--- src/rtl/log_prob_nll_reader.sv ---
// Row reader for log-softmax output: tracks argmax, max and target NLL per row.
// One element per accepted beat; the result is held until the downstream side takes it.
module log_prob_nll_reader #(
   parameter int N     = 16,
   parameter int IDX_W = $clog2(N)
) (
   input  logic             clk,
   input  logic             rst,
   input  logic             valid_in,
   output logic             ready_in,
   input  logic [31:0]      input_data,
   input  logic [IDX_W:0]   target_idx,
   output logic             valid_out,
   input  logic             ready_out,
   output logic [IDX_W-1:0] argmax_idx,
   output logic [31:0]      max_data,
   output logic [31:0]      loss_data,
   output logic             err_out
);

   typedef enum logic {ACCUM, HOLD} state_t;

   localparam logic [31:0] SAT_POS = 32'h7FFF_FFFF;
   localparam logic [31:0] MOST_NEG = 32'h8000_0000;

   state_t             state_q, state_d;
   logic [IDX_W-1:0]   cnt_q, cnt_d;
   logic signed [31:0] max_q, max_d;
   logic [IDX_W-1:0]   amax_q, amax_d;
   logic [IDX_W:0]     tgt_q, tgt_d;
   logic [31:0]        tval_q, tval_d;
   logic               vld_q, vld_d;
   logic [IDX_W-1:0]   oidx_q, oidx_d;
   logic [31:0]        omax_q, omax_d;
   logic [31:0]        loss_q, loss_d;
   logic               err_q, err_d;

   logic               acc, first, last, tgt_oob;
   logic [IDX_W:0]     tgt_cur;
   logic signed [31:0] rmax;
   logic [IDX_W-1:0]   ridx;
   logic [31:0]        tv_cur;

   // ready_in comes from registered state only; rst gates it during reset
   assign ready_in   = (state_q == ACCUM) && !rst;
   assign acc        = valid_in && ready_in;
   assign valid_out  = vld_q;
   assign argmax_idx = oidx_q;
   assign max_data   = omax_q;
   assign loss_data  = loss_q;
   assign err_out    = err_q;

   always_ff @(posedge clk or posedge rst) begin
      if (rst) begin
         state_q <= ACCUM;
         cnt_q   <= '0;
         max_q   <= '0;
         amax_q  <= '0;
         tgt_q   <= '0;
         tval_q  <= '0;
         vld_q   <= 1'b0;
         oidx_q  <= '0;
         omax_q  <= '0;
         loss_q  <= '0;
         err_q   <= 1'b0;
      end else begin
         state_q <= state_d;
         cnt_q   <= cnt_d;
         max_q   <= max_d;
         amax_q  <= amax_d;
         tgt_q   <= tgt_d;
         tval_q  <= tval_d;
         vld_q   <= vld_d;
         oidx_q  <= oidx_d;
         omax_q  <= omax_d;
         loss_q  <= loss_d;
         err_q   <= err_d;
      end
   end

   always_comb begin
      state_d = state_q;
      cnt_d   = cnt_q;
      max_d   = max_q;
      amax_d  = amax_q;
      tgt_d   = tgt_q;
      tval_d  = tval_q;
      vld_d   = vld_q;
      oidx_d  = oidx_q;
      omax_d  = omax_q;
      loss_d  = loss_q;
      err_d   = err_q;

      first   = (cnt_q == '0);
      last    = (cnt_q == IDX_W'(N - 1));
      tgt_cur = first ? target_idx : tgt_q;
      tgt_oob = (tgt_cur >= (IDX_W + 1)'(N));

      // strict compare: ties keep the earlier index
      if (first || ($signed(input_data) > max_q)) begin
         rmax = $signed(input_data);
         ridx = cnt_q;
      end else begin
         rmax = max_q;
         ridx = amax_q;
      end
      tv_cur = ({1'b0, cnt_q} == tgt_cur) ? input_data : tval_q;

      unique case (state_q)
         ACCUM: begin
            if (acc) begin
               cnt_d  = last ? '0 : cnt_q + IDX_W'(1);
               max_d  = rmax;
               amax_d = ridx;
               tgt_d  = tgt_cur;
               tval_d = tv_cur;
               if (last) begin
                  vld_d   = 1'b1;
                  oidx_d  = ridx;
                  omax_d  = rmax;
                  err_d   = tgt_oob;
                  loss_d  = (tgt_oob || tv_cur == MOST_NEG) ? SAT_POS : 32'(-tv_cur);
                  state_d = HOLD;
               end
            end
         end
         HOLD: begin
            if (ready_out) begin
               vld_d   = 1'b0;
               state_d = ACCUM;
            end
         end
      endcase
   end

endmodule

--- config.mk ---
export PLATFORM = sky130hd
export DESIGN_NAME = log_prob_nll_reader
export DESIGN_NICKNAME = d
export VERILOG_FILES = /design/src/rtl/log_prob_nll_reader.sv
export SDC_FILE = /design/constraint.sdc
export NUM_CORES = 1
export LEC_CHECK = 0
export ABC_AREA = 1
export BUFFER_PORTS_ARGS = -buffer_cell sky130_fd_sc_hd__buf_2
export CAP_MARGIN = 20
export CORE_MARGIN = 1
export CORE_UTILIZATION = 63
export DETAILED_ROUTE_END_ITERATION = 7
export PLACE_DENSITY = 0.88
export SYNTH_ARGS = -nofsm -noshare
export SYNTH_HDL_FRONTEND = slang
export SYNTH_SLANG_ARGS = --single-unit
--- constraint.sdc ---
create_clock -name clk -period 13.9 [get_ports clk]
set_input_delay 2.085 -clock clk [delete_from_list [all_inputs] [get_ports clk]]
set_output_delay 2.085 -clock clk [all_outputs]
set_load 0.05 [all_outputs]
==> results.yml <==
outcome:
  status: "complete, no violations"
sta:
  final-hold-violation-count: 0
  maxSlewHeadroom: 0.438
  setup_viol: 0
  period_needed_ps: 5300
  period_share: 0.381
  tightest_slew_ps: 842
  maxClockFrequency_mhz: 189
  skew_ps: 8.14
  rsz0062_at_grt: "false"
  slew_violations: 0
  fin_setup_tns_ps: 0
pwr:
  power.internal_uw: 1380
  p_leak_uw: 0.00560
  p_sw_uw: 1520
  p_per_area_nw_per_um2: 289
  p_total_uw: 2910
  pwr-share-seq: 0.247
  pwr-share-clk: 0.174
  combPwrFrac: 0.579
  peakVddDrop_mv: 0.161
  p_sw_frac: 0.524
global_routing:
  grt_pass1_vias: 7846
  grt_max_degree: 86
  overflow: 0
  grt.total_usage: 0.328
  antenna_found_initial: 0
  grt_pass1_wl_mm: 37.3
floorplanning:
  coreArea_um2: 13500
  start_util: 0.654
  io_pins: 112
  dieWidth_um: 120
  rows: 42
  dieHeight_um: 120
  die_area_um2: 14400
critical_path:
  critPathCaptureType: "flop"
  cp_cell_sequence: "buf_2 -> nand3b_1 -> nand3_1 -> nand2_1 -> nor2_4 -> nand2_2 -> o21ai_1 -> inv_1 -> ha_1 -> nand3_2 -> inv_1 -> nand2_2 -> nor2_4 -> nand3b_4 -> nand2_4 -> inv_2 -> a21oi_1"
  cp_slowest_stage_delay_ps: 540
  reg2reg_from: "cnt_q[1]"
  crit_path_start_kind: "input port"
  worstSetupPathType: "in -> reg"
  slowest_stage: "nand2_2"
  arrival_ps: 5590
  crit_fanout: 34
  required_ps: 14190
  cp-startpoint: "target_idx[0]"
synth:
  synth_xor_area_frac: 0.0159
  synth_compound_area_frac: 0.0657
  syn-instance-count: 1213
  synth_mux_area_frac: 0
  synth_nets: 1289
  ys_ff_latch: 148
  yosysWarnings: 0
  synth_top_family_by_area: "simple AND/OR/NAND/NOR gates"
  syn_area_per_cell_um2: 7.25
  synth_fa_ha_area_frac: 0.0498
  ys_top_cells_by_area: "dfrtp_1, nand2_1, nand3_1"
  netlist.top_cell.by_area: "dfrtp_1"
  ys_async_sr_fraction: 1.00
  ys.flop_type: "dfrtp_1"
  synth_edf_count: 0
  yosys.area_share.simple: 0.358
  syn-cell-area_um2: 8800
  ys_types: 36
  seq_area_frac_synth: 0.421
  synth_top_area_share: 0.421
layout:
  postLayoutCellArea_um2: 10100
  syn2layout_area_growth_pct: 14.4
  fin_cells: 1490
  fin_nets: 1377
  diodes: 0
  drive_gt1_frac: 0.148
cts:
  cts_tree: "yes"
  cts-root-buf: "clkbuf_16"
  clk_pin_slew_ps: 60
  post_cts_buffers: 0
  cts_made_buffers: 17
  clkLatencyLatePin_ps: 430
  cts.path.max_buffers: 2
  htree_levels: 4
  clkSinkCount: 148
  cts_resized: 0
  cts_hold_buffers: 0
placed_design:
  dp_hpwl_mm: 15.6
  place_inst: 1457
  placed_area_um2: 9390
  port-buffer-count: 111
  gp_congestion: 0.944
drt:
  vias: 8237
  drtPass1Iterations: 5
  via_per_inst: 5.53
  avgRoutedWirePerCell_um: 15.0
  ant_nets: 0
  drtIter0Drc: 749
  wl_mm: 22.4
  drc: 0
hold_path:
  hp-class: "reg -> reg"
  hold_start: "max_data[12]"
job:
  max_cap_violations: 0
## metrics by stage
step,utilization,hold slack [ps],worst slack [ps]
after global placement,0.698,459,8300
after global routing,0.748,496,8290
after CTS,0.746,476,8640
after floorplan,-,449,7840
final,0.748,472,8600
after detailed placement,0.698,460,8170
## layout make-up
cell class                      count  area (um^2)
Fill cell                        1012         3390
Clock inverter                     13          205
Tap cell                          176          220
Sequential cell                   148         3700
Multi-Input combinational cell    872         4320
Inverter                          144          546
Timing Repair Buffer              118          628
Clock buffer                       19          443
## power groups by stage
stage | sequential [uW] | combinational (uW) | clock (uW)
final | 718 | 1680 | 508
after detailed placement | 719 | 1650 | 0
after CTS | 716 | 1670 | 506
after global routing | 740 | 1860 | 526
after floorplan | 1010 | 1030 | 0
after global placement | 713 | 1600 | 0
## kinds of logic after synthesis
logic type | Yosys count
flip-flops | 148
AO/OA/AOI/OAI | 87
buffers and inverters | 193
adder cells (fa/ha/maj) | 35
XOR/XNOR | 16
AND/OR/NAND/NOR | 734
## per-layer routing
layer  wire length [um]  vias up  track usage
met3               1680       60       0.0599
met2              10500      374        0.517
met1               9560     3813        0.443
li1                   -     3990            -
met5                  0        -            0
met4                636        0        0.145
## Yosys cell counts (5+ instances only)
cell      count
nand2_1     422
nand3_1     163
dfrtp_1     148
inv_1       141
nor2_1       98
o21ai_0      45
ha_1         35
clkbuf_1     33
a21oi_1      19
nand2_2      14
nand3b_1     12
a21oi_4      10
xor2_1        9
xnor2_1       7
nor2_4        6
o21bai_1      6
nor3_1        5
## cell usage in the layout, fill, tap and decap left out, types with 2 or more instances in the layout
master | Yosys | layout
nand3_1 | 163 | 163
a21oi_1 | 19 | 19
buf_2 | 4 | 111
nor2_2 | 4 | 4
buf_4 | 4 | 6
o211ai_1 | 2 | 2
o21bai_1 | 6 | 6
dfrtp_1 | 148 | 148
inv_1 | 141 | 139
ha_1 | 35 | 35
nor2_4 | 6 | 7
xor2_1 | 9 | 9
clkinv_2 | 0 | 3
nor3_1 | 5 | 5
nor2_1 | 98 | 97
nand2_2 | 14 | 15
o21ai_0 | 45 | 45
nand2_4 | 2 | 2
nand2_1 | 422 | 421
nand3b_1 | 12 | 12
xnor2_1 | 7 | 7
bufinv_16 | 0 | 5
inv_6 | 0 | 2
clkinvlp_4 | 0 | 3
a21oi_4 | 10 | 10
nand4_1 | 4 | 4
clkbuf_16 | 0 | 17
inv_2 | 3 | 3
## worst paths after layout
path	end	slack [ps]	depth (start not counted)
worst max-delay path	loss_data[16]	8600	17
worst min-delay path	max_data[12]	470	2
worst max register to register	loss_data[16]	9020	20
worst min register to register	max_data[12]	470	2
max in group asynchronous	max_data[11]	11130	4
min in group asynchronous	state_q	1740	2
## sequential cells by signal, indices dropped and copies added, names as in the netlist
signal and cells:
max_q 32, tval_q 32, argmax_idx 4, valid_out 1, max_data 32, state_q 1
err_out 1, tgt_q 5, cnt_q 4, amax_q 4, loss_data 32
## critical path, delay by kind of cell
kind / cells / cell delay (ps)
buf+inv: 4 / 730
compound gates: 2 / 530
simple gates: 10 / 1930
fa+ha+maj: 1 / 290
(Power assumes the default switching activity.)
